File: src/rtl/spi_baud_generator.sv
// SPI baud generator: divides PCLK down to SCLK, emits one-cycle sample and
// shift strobes on each SCLK edge and a byte_done pulse after every 16 edges.
// Optional feature: define SPI_BAUD_LATCH_EN to freeze sppr/spr for the whole
// enabled period. When it is not defined, the live values are used every cycle.
module spi_baud_generator (
  input  logic        PCLK,
  input  logic        PRESET,
  input  logic [1:0]  spi_mode,
  input  logic        spiswai,
  input  logic        cpol,
  input  logic        cpha,
  input  logic        ss,
  input  logic [2:0]  sppr,
  input  logic [2:0]  spr,
  output logic        sclk,
  output logic        sample_strobe,
  output logic        shift_strobe,
  output logic        byte_done,
  output logic [11:0] baud_divisor
);

  logic        en;
  logic [2:0]  eff_sppr;
  logic [2:0]  eff_spr;
  logic [10:0] prescale;
  logic [10:0] half;
  logic        edge_hit;
  logic        leading;

  logic [10:0] cnt_q, cnt_d;
  logic        sclk_q, sclk_d;
  logic [3:0]  edge_cnt_q, edge_cnt_d;

  // Run mode, or wait mode with SCLK not stopped, while the slave is selected.
  assign en = !ss && ((spi_mode == 2'b00) || ((spi_mode == 2'b01) && !spiswai));

`ifdef SPI_BAUD_LATCH_EN
  logic       en_q;
  logic [2:0] sppr_q, sppr_d;
  logic [2:0] spr_q, spr_d;

  // Capture the rate settings on the cycle enable rises.
  always_comb begin
    sppr_d = sppr_q;
    spr_d  = spr_q;
    if (en && !en_q) begin
      sppr_d = sppr;
      spr_d  = spr;
    end
  end

  // Latched rate registers and enable history.
  always_ff @(posedge PCLK or posedge PRESET) begin
    if (PRESET) begin
      en_q   <= 1'b0;
      sppr_q <= 3'd0;
      spr_q  <= 3'd0;
    end else begin
      en_q   <= en;
      sppr_q <= sppr_d;
      spr_q  <= spr_d;
    end
  end

  // The rising cycle itself still uses the live inputs (they are being captured).
  always_comb begin
    eff_sppr = sppr;
    eff_spr  = spr;
    if (en && en_q) begin
      eff_sppr = sppr_q;
      eff_spr  = spr_q;
    end
  end
`else
  // Live rate settings; a shrinking H is absorbed by the >= compare below.
  always_comb begin
    eff_sppr = sppr;
    eff_spr  = spr;
  end
`endif

  // Half period H = (sppr+1) << spr (1..1024), full divisor is 2*H (2..2048).
  always_comb begin
    prescale     = {8'd0, eff_sppr} + 11'd1;
    half         = prescale << eff_spr;
    baud_divisor = {1'b0, half} << 1;
  end

  // Edge detection and strobe decode; strobes are held low during reset.
  always_comb begin
    edge_hit      = en && (cnt_q >= (half - 11'd1));
    leading       = (sclk_q == cpol);
    sample_strobe = !PRESET && edge_hit && (leading != cpha);
    shift_strobe  = !PRESET && edge_hit && (leading == cpha);
    byte_done     = !PRESET && edge_hit && (edge_cnt_q == 4'hF);
  end

  // Next-state for the divider counter, SCLK level and edge counter.
  always_comb begin
    cnt_d      = cnt_q;
    sclk_d     = sclk_q;
    edge_cnt_d = edge_cnt_q;
    if (!en) begin
      cnt_d      = 11'd0;
      sclk_d     = cpol;
      edge_cnt_d = 4'd0;
    end else if (edge_hit) begin
      cnt_d      = 11'd0;
      sclk_d     = !sclk_q;
      edge_cnt_d = edge_cnt_q + 4'd1;
    end else begin
      cnt_d = cnt_q + 11'd1;
    end
  end

  // State registers; reset forces SCLK low regardless of cpol.
  always_ff @(posedge PCLK or posedge PRESET) begin
    if (PRESET) begin
      cnt_q      <= 11'd0;
      sclk_q     <= 1'b0;
      edge_cnt_q <= 4'd0;
    end else begin
      cnt_q      <= cnt_d;
      sclk_q     <= sclk_d;
      edge_cnt_q <= edge_cnt_d;
    end
  end

  assign sclk = sclk_q;

endmodule

File: config.mk
export PLATFORM = sky130hd
export DESIGN_NAME = spi_baud_generator
export DESIGN_NICKNAME = d
export VERILOG_FILES = /design/src/rtl/spi_baud_generator.sv
export SDC_FILE = /design/constraint.sdc
export NUM_CORES = 1
export LEC_CHECK = 0
export BUFFER_PORTS_ARGS = -buffer_cell sky130_fd_sc_hd__buf_2
export CELL_PAD_IN_SITES_DETAIL_PLACEMENT = 1
export CELL_PAD_IN_SITES_GLOBAL_PLACEMENT = 1
export CORE_UTILIZATION = 35
export DETAILED_ROUTE_END_ITERATION = 10
export PLACE_DENSITY_LB_ADDON = 0.1
export SLEW_MARGIN = 20
export SYNTH_ARGS = -nofsm -noshare
export SYNTH_HDL_FRONTEND = slang
export SYNTH_SLANG_ARGS = --single-unit
export TNS_END_PERCENT = 1
File: constraint.sdc
create_clock -name PCLK -period 4.8 [get_ports PCLK]
set_input_delay 0.48 -clock PCLK [delete_from_list [all_inputs] [get_ports PCLK]]
set_output_delay 0.48 -clock PCLK [all_outputs]
set_load 0.05 [all_outputs]
Word-level counts from Yosys, hierarchy flattened
Index checks and enable logic that the tools add are counted.
- flip-flop bits (word level): 16
- input port bits: 14
- logic and storage cells: 34
- add/subtract/negate cells: 4
- magnitude comparators: 1
- equality and inequality tests: 6
- shifts and indexed selects: 1
- multiplexer cells: 6
- reductions and logical operators: 13
- operator list (kind ; count):
    $mux 11 ; 2
    $add 11x1->11 const B ; 1
    $ge 11x11->1 ; 1
    $shl 4x3->11 ; 1
    $sub 11x1->11 const B ; 1
    $mux 4 ; 2
    $logic_and 1x1->1 ; 7
    $add 3x1->4 const B ; 1
    $add 4x1->4 const B ; 1
    $eq 4x4->1 const B ; 1
    $logic_not 1->1 ; 4
    $eq 1x1->1 ; 2
    $eq 2x1->1 const B ; 1
    $logic_not 2->1 ; 1
    $mux 1 ; 2
    $ne 2x1->1 const B ; 1
    $logic_or 1x1->1 ; 1
    $ne 1x1->1 ; 1

Depth between registers and ports, before layout
Gate-level depths: netlist of run 1.
- depth in word-level cells: 7
- mapped depth: 15
- depth with buffers taken out: 14

Least setup slack after synthesis of run 1
No wires, ideal clock.
- path kind: in2out
- start point: in sppr[0]
- end point: out shift_strobe
- data arrival time: 4.660 ns
- slack: -0.340 ns
- cell stages on the path: 11
- cells stage by stage: ha_1 > xor2_1 > mux2i_1 > o21ai_0 > xnor2_1 > ha_1 > and3_1 > nor3b_1 > o211a_1 > nor2_1 > nor3b_1
- cells in the longest elaborated chain, start to end: 7
- RTL lines (element ; RTL line ; text):
    from (decl) ; 13 ; input logic [2:0] sppr,
    $add 3x1->4 ; 84 ; prescale = {8'd0, eff_sppr} + 11'd1;
    $shl 4x3->11 ; 85 ; half = prescale << eff_spr;
    via baud_divisor[7] ; 19 ; output logic [11:0] baud_divisor
    $sub 11x1->11 ; 91 ; edge_hit = en && (cnt_q >= (half - 11'd1));
    $ge 11x11->1 ; 91 ;
    $logic_and 1x1->1 ; 91 ;
    $logic_and 1x1->1 (2 in a row) ; 94 ; shift_strobe = !PRESET && edge_hit && (leading == cpha);
    to (decl) ; 17 ; output logic shift_strobe,
The timed path passes the listed nets, and every way through them passes these cells.

Worst setup path in the final report of run 1
- start point: in sppr[0]
- end point: out byte_done
- cells in the longest elaborated chain, start to end: 7
- RTL lines (element ; RTL line ; text):
    $add 3x1->4 ; 84 ;
    $shl 4x3->11 ; 85 ;
    $sub 11x1->11 ; 91 ;
    $ge 11x11->1 ; 91 ;
    $logic_and 1x1->1 ; 91 ;
    $logic_and 1x1->1 (2 in a row) ; 95 ; byte_done = !PRESET && edge_hit && (edge_cnt_q == 4'hF);
    to (decl) ; 18 ; output logic byte_done,
No other way between the ends.

==> results of run 1 <==
-- power by group --
| part | internal (mW) | switching [mW] | total, mW | leakage (nW) |
|---|---|---|---|---|
| Combinational | 0.0536 | 0.104 | 0.158 | 0.674 |
| Sequential | 0.138 | 0.00360 | 0.141 | 0.220 |
| Clock | 0.0729 | 0.0520 | 0.125 | 0.0288 |
| Total | 0.264 | 0.160 | 0.424 | 0.923 |
-- layout by cell type (no fill, tap or decap), types with 2 or more instances in the layout --
| cell type | synthesis | final |
|---|---|---|
| sky130_fd_sc_hd__a21oi_1 | 6 | 6 |
| sky130_fd_sc_hd__xor2_1 | 8 | 8 |
| sky130_fd_sc_hd__inv_1 | 10 | 10 |
| sky130_fd_sc_hd__nand3_1 | 9 | 9 |
| sky130_fd_sc_hd__buf_2 | 1 | 28 |
| sky130_fd_sc_hd__o211a_1 | 2 | 2 |
| sky130_fd_sc_hd__and3_1 | 3 | 3 |
| sky130_fd_sc_hd__o211ai_1 | 2 | 2 |
| sky130_fd_sc_hd__o21ai_0 | 8 | 7 |
| sky130_fd_sc_hd__ha_1 | 15 | 15 |
| sky130_fd_sc_hd__or3_1 | 4 | 4 |
| sky130_fd_sc_hd__nor3_1 | 3 | 3 |
| sky130_fd_sc_hd__xnor2_1 | 14 | 14 |
| sky130_fd_sc_hd__dfrtp_1 | 16 | 16 |
| sky130_fd_sc_hd__mux2i_1 | 3 | 3 |
| sky130_fd_sc_hd__clkbuf_8 | 0 | 4 |
| sky130_fd_sc_hd__nand2_1 | 15 | 15 |
| sky130_fd_sc_hd__nor2b_1 | 3 | 3 |
| sky130_fd_sc_hd__nor3b_2 | 1 | 2 |
| sky130_fd_sc_hd__a211oi_2 | 2 | 2 |
| sky130_fd_sc_hd__a21o_1 | 7 | 7 |
| sky130_fd_sc_hd__o22ai_1 | 3 | 3 |
| sky130_fd_sc_hd__o22ai_2 | 2 | 2 |
| sky130_fd_sc_hd__a211oi_1 | 2 | 2 |
| sky130_fd_sc_hd__nor2_1 | 29 | 29 |
| sky130_fd_sc_hd__mux2_2 | 2 | 2 |
-- cell usage after synthesis, types with 2 or more instances --
master,number,area share (%)
sky130_fd_sc_hd__nor3b_1,2,0.90
sky130_fd_sc_hd__o21ai_0,8,2.4
sky130_fd_sc_hd__mux2i_1,3,1.8
sky130_fd_sc_hd__and3_1,3,1.1
sky130_fd_sc_hd__dfrtp_1,16,24
sky130_fd_sc_hd__a211oi_1,2,0.90
sky130_fd_sc_hd__nand2_1,15,3.4
sky130_fd_sc_hd__or3_1,4,1.5
sky130_fd_sc_hd__nor2_1,29,6.5
sky130_fd_sc_hd__xnor2_1,14,7.4
sky130_fd_sc_hd__a21oi_1,6,1.8
sky130_fd_sc_hd__o211a_1,2,1.2
sky130_fd_sc_hd__o22ai_2,2,1.5
sky130_fd_sc_hd__o22ai_1,3,1.1
sky130_fd_sc_hd__o211ai_1,2,0.90
sky130_fd_sc_hd__clkbuf_1,3,0.68
sky130_fd_sc_hd__xor2_1,8,4.2
sky130_fd_sc_hd__inv_1,10,2.3
sky130_fd_sc_hd__buf_6,2,1.4
sky130_fd_sc_hd__ha_1,15,11
sky130_fd_sc_hd__a211oi_2,2,1.5
sky130_fd_sc_hd__a21o_1,7,3.2
sky130_fd_sc_hd__nor3_1,3,0.90
sky130_fd_sc_hd__nand3_1,9,2.7
sky130_fd_sc_hd__mux2_2,2,1.4
sky130_fd_sc_hd__nor2b_1,3,1.1
-- sequential cells by signal, indices dropped and copies added (netlist names) --
name,flops
cnt_q,11
edge_cnt_q,4
sclk,1
-- worst paths after layout --
kind                       depth (start not counted)          start       endpoint
setup / recovery                                  15        sppr[0]      byte_done
hold / removal                                     2         PRESET           sclk
setup reg to reg                                   9       cnt_q[0]       cnt_q[3]
hold reg to reg                                    1  edge_cnt_q[0]  edge_cnt_q[0]
max in group asynchronous                          2         PRESET       cnt_q[0]
min in group PCLK                                  3           cpol           sclk
-- cell type report --
| class | instances | area (um2) |
|---|---|---|
| clock buffer | 4 | 55.1 |
| fill | 548 | 2580 |
| inverter | 10 | 37.5 |
| multi-input combinational | 166 | 1180 |
| sequential | 16 | 400 |
| tap | 52 | 65.1 |
| timing repair buffer | 29 | 148 |
-- routing by layer --
layer / GRT usage, % / vias to the layer above / wire length, um
li1: - / 756 / -
met1: 23.6 / 777 / 2060
met2: 34.8 / 35 / 2260
met3: 1.42 / 10 / 114
met4: 6.89 / 0 / 96
met5: 0 / - / 0
-- through the flow --
step / power [mW] / TNS (ps) / utilization, % / instances / setup WS, ps
global placement: 0.296 / 0 / 41.0 / 273 / 621
detailed placement: 0.302 / 0 / 41.0 / 273 / 446
floorplan: 0.263 / -142 / - / 199 / -91.0
global route: 0.450 / 0 / 42.2 / 277 / 188
CTS: 0.429 / 0 / 42.2 / 277 / 439
finish: 0.424 / 0 / 42.2 / 277 / 431
-- logic make-up after synthesis --
logic type	Yosys count	synth area share, %
xor gates and xnor gates	22	11.6
muxes	5	3.16
adders and majority gates	15	11.3
buffers and inverters	17	5.04
DFF	16	24.1
other	1	0.226
and+or+nand+nor	78	24.2
AOI/OAI and AO/OA	45	20.5
==> flow_metrics.env, run 1 <==
export IMPL_status="finished, violations left"
export IMPL_failed_checks="DRC"
export IMPL_timing_final_crit_share_pct=91.0
export IMPL_drt_drc_violations_left=10
export IMPL_syn_mean_instance_area_um2=8.36
export IMPL_worst_path_max_delay_cell="sky130_fd_sc_hd__ha_1"
export IMPL_holdWs_ps=338
export IMPL_cts_resized=0
export IMPL_worstMarginPinSlew_ps=649
export IMPL_grt_pass1_wl_um=7640
export IMPL_clkLatencyLatePin_ps=260
export IMPL_critPathBufInv=2
export IMPL_vias_in_the_first_global_route=1667
export IMPL_cts_htree_levels=1
export IMPL_slew_headroom_pct=56.7
export IMPL_critical_path_most_common_cell="sky130_fd_sc_hd__ha_1"
export IMPL_post_dp_hpwl_um=3680
export IMPL_critical_path_required_ps=4320
export IMPL_maximum_number_of_pins_on_one_net_before_global_route_repair=18
export IMPL_synth_to_layout_area_growth_pct=13.6
export IMPL_report_final_slew_viol_count=0
export IMPL_clock_root_buffer="sky130_fd_sc_hd__clkbuf_8"
export IMPL_numCtsBuffers=3
export IMPL_post_synth_inst_count=199
export IMPL_yosys_cell_types_count=50
export IMPL_synth_seq_cells=16
export IMPL_floorplan_rows=24
export IMPL_gr_usage_all_layers_pct=19.1
export IMPL_gp_congestion=0.835
export IMPL_placed_cell_area_um2=1830
export IMPL_timing_critical_path_cells="buf_2 -> ha_1 -> o21ai_0 -> or3_1 -> ha_1 -> o211ai_2 -> nor2_1 -> xnor2_1 -> ha_1 -> and3_1 -> a221o_1 -> o211a_1 -> nor2_1 -> nor3_1 -> buf_2"
export IMPL_final_min_clock_period_ps=4370
export IMPL_holdCritPathClass="input pin to asynchronous set/reset pin"
export IMPL_yosys_warnings=0
export IMPL_postCtsSetupRepairBufs=0
export IMPL_drt_pass1_iterations=7
export IMPL_cts_sink_count=16
export IMPL_vias=1578
export IMPL_grt_overflow_total=0
export IMPL_crit_path_start_kind="input pin"
export IMPL_rsz0062_at_grt="no"
export IMPL_max_clock_freq_mhz=229
export IMPL_antenna_cells=0
export IMPL_core_area_um2=4470
export IMPL_cap_violations=0
export IMPL_postSynth_asyncResetShare_pct=100
export IMPL_postSynth_topFlopCell="sky130_fd_sc_hd__dfrtp_1"
export IMPL_floorplan_initialDensity_pct=37.2
export IMPL_r2r_setup_slack_ps=2540
export IMPL_endpoint_kind="primary output"
export IMPL_postSynthNetCount=228
export IMPL_cts_hold_buf=0
export IMPL_worst_path_max_fanout=9
export IMPL_fin_nets=255
export IMPL_average_detailed_routed_wire_length_per_instance_um=16.4
export IMPL_die_area_um2=5030
export IMPL_setup_viol=0
export IMPL_netlist_area_um2=1660
export IMPL_critPathTopFamily="simple AND/OR/NAND/NOR gates"
export IMPL_worst_setup_path_type="input pin to primary output"
export IMPL_synth_seq_area_share_pct=24.1
export IMPL_cts_tree="yes"
export IMPL_power_leakage_nw=0.923
export IMPL_cp_arrival_ps=3890
export IMPL_drt_first_iter_violations=64
export IMPL_fin_area_um2=1890
export IMPL_cpPeakStageDelay_ps=420
export IMPL_drt_wl_total_um=4540
export IMPL_antenna_violating_nets_post_route=0
export IMPL_buffer_ports_inserted=28
export IMPL_die_w_um=70.9
export IMPL_timing_clock_skew_ps=4.98
export IMPL_layout_drive_gt1_share_pct=20.4
export IMPL_clkTransAtPathRegs_ps=70
export IMPL_boundaryPins=30
export IMPL_post_drt_via_cell_ratio=5.70
export IMPL_power_density_cell_area_nw_per_um2=224
export IMPL_hold_violations=0
export IMPL_die_height_um=70.9
export IMPL_ir_worst_vdd_v=0.000159
export IMPL_cts_max_path_buffers=2
export IMPL_synth_edf_count=0
export IMPL_antenna_found_initial=0
(Power assumes the default switching activity.)
==> inputs of run 2 (changes only) <==
- CORE_ASPECT_RATIO: not set -> 0.75
- MAX_ROUTING_LAYER: not set -> met4
==> flow_metrics.env, run 2 (synthesis results as in run 1) <==
export IMPL_status="completed"
export IMPL_clkTransAtPathRegs_ps=60
export IMPL_numCtsBuffers=3
export IMPL_cpPeakStageDelay_ps=420
export IMPL_vias=1493
export IMPL_cts_resized=0
export IMPL_slew_headroom_pct=57.3
export IMPL_timing_clock_skew_ps=2.55
export IMPL_final_util_pct=41.9
export IMPL_nFillCells=566
export IMPL_floorplan_rows=21
export IMPL_setup_viol=0
export IMPL_timing_final_crit_share_pct=92.1
export IMPL_grt_pass1_wl_um=7250
export IMPL_placed_cell_area_um2=1840
export IMPL_floorplan_initialDensity_pct=36.8
export IMPL_clock_root_buffer="sky130_fd_sc_hd__clkbuf_8"
export IMPL_power_density_cell_area_nw_per_um2=221
export IMPL_postCtsSetupRepairBufs=0
export IMPL_final_min_clock_period_ps=4420
export IMPL_worst_path_max_delay_cell="sky130_fd_sc_hd__nor3b_1"
export IMPL_maximum_number_of_pins_on_one_net_before_global_route_repair=18
export IMPL_critical_path_most_common_cell="sky130_fd_sc_hd__ha_1"
export IMPL_drt_pass1_iterations=4
export IMPL_cts_tree="yes"
export IMPL_most_common_layout_cells="sky130_fd_sc_hd__nor2_1 (29), sky130_fd_sc_hd__buf_2 (28), sky130_fd_sc_hd__dfrtp_1 (16)"
export IMPL_post_dp_hpwl_um=3520
export IMPL_antenna_cells=0
export IMPL_vias_in_the_first_global_route=1522
export IMPL_worst_setup_path_type="input pin to primary output"
export IMPL_die_height_um=61.7
export IMPL_cts_sink_count=16
export IMPL_die_w_um=81.6
export IMPL_gr_usage_all_layers_pct=19.6
export IMPL_endpoint_kind="primary output"
export IMPL_cap_violations=0
export IMPL_die_area_um2=5030
export IMPL_timing_critical_path_cells="buf_2 -> ha_1 -> o21ai_0 -> or3_1 -> ha_1 -> o211ai_2 -> nor2_1 -> xnor2_1 -> ha_1 -> and3_1 -> nor3b_1 -> o211a_1 -> nor2_1 -> nor3_1 -> buf_2"
export IMPL_antenna_found_initial=0
export IMPL_antenna_violating_nets_post_route=0
export IMPL_hold_violations=0
export IMPL_drt_wl_total_um=4370
export IMPL_power_leakage_nw=0.923
export IMPL_synth_to_layout_area_growth_pct=14.0
export IMPL_fin_nets=255
export IMPL_fin_area_um2=1900
export IMPL_report_final_slew_viol_count=0
export IMPL_drt_first_iter_violations=66
export IMPL_boundaryPins=30
export IMPL_largest_reg_flops=11
export IMPL_crit_path_start_kind="input pin"
export IMPL_buffer_ports_inserted=28
export IMPL_regMostFlops="cnt_q"
export IMPL_max_clock_freq_mhz=226
export IMPL_worstMarginPinSlew_ps=640
export IMPL_gp_congestion=0.747
export IMPL_ir_worst_vdd_v=0.000102
export IMPL_clkLatencyLatePin_ps=250
export IMPL_cts_htree_levels=1
export IMPL_cts_hold_buf=0
export IMPL_grt_overflow_total=0
export IMPL_critical_path_required_ps=4320
export IMPL_final_common_cell="sky130_fd_sc_hd__nor2_1"
export IMPL_post_drt_via_cell_ratio=5.29
export IMPL_drt_drc_violations_left=0
export IMPL_layout_drive_gt1_share_pct=20.4
export IMPL_average_detailed_routed_wire_length_per_instance_um=15.5
export IMPL_worst_path_max_fanout=9
export IMPL_rsz0062_at_grt="no"
export IMPL_core_area_um2=4520
export IMPL_cp_arrival_ps=3940
export IMPL_cts_max_path_buffers=2
export IMPL_holdCritPathClass="input pin to asynchronous set/reset pin"
-- run 2: area by class of cell --
class	instances	area, um2	area share [%]
clock buffers	4	55.1	2.90
multi-input cells	166	1180	62.4
inverters	10	37.5	1.98
well taps	57	71.3	3.76
flip-flops and latches	16	400	21.1
repair buffers	29	148	7.79
-- run 2: worst paths after layout --
kind	from	endpoint	slack [ps]	depth (start not counted)
hold reg to reg	edge_cnt_q[0]	edge_cnt_q[0]	510	1
min in group PCLK	cpol	sclk	500	3
setup reg to reg	cnt_q[0]	edge_cnt_q[2]	2520	9
hold / removal	PRESET	edge_cnt_q[0]	340	2
setup / recovery	sppr[0]	byte_done	380	15
max in group asynchronous	PRESET	cnt_q[4]	4040	2
-- run 2: critical path: cells and delay by family --
kind / cells / cell delay (ps)
AO/OA/AOI/OAI: 3 / 610
XOR/XNOR: 1 / 140
adder cells (fa/ha/maj): 3 / 950
buffers and inverters: 2 / 430
AND/OR/NAND/NOR: 6 / 1310
-- run 2: routing by layer --
metal  track usage [%]  up-vias  part of all wire [%]
li1                  -      757                     -
met1              26.2      714                    51
met2              32.1       22                    46
met3              3.65        0                   3.2
met4              1.50        0                     0
met5                 -        -                     0
-- run 2: power by group --
| group | switching [mW] | internal, mW |
|---|---|---|
| combinational | 0.104 | 0.0537 |
| sequential | 0.00372 | 0.138 |
| clock | 0.0464 | 0.0728 |
| total | 0.154 | 0.264 |
-- run 2: metrics by stage --
stage	power (mW)	std cells	setup WS (ps)	hold slack [ps]	TNS, ps
finish	0.418	282	381	342	0
global route	0.447	282	97.6	387	0
CTS	0.424	282	395	363	0
detailed placement	0.301	278	429	516	0
global placement	0.296	278	604	505	0
floorplan	0.263	199	-91.0	394	-142
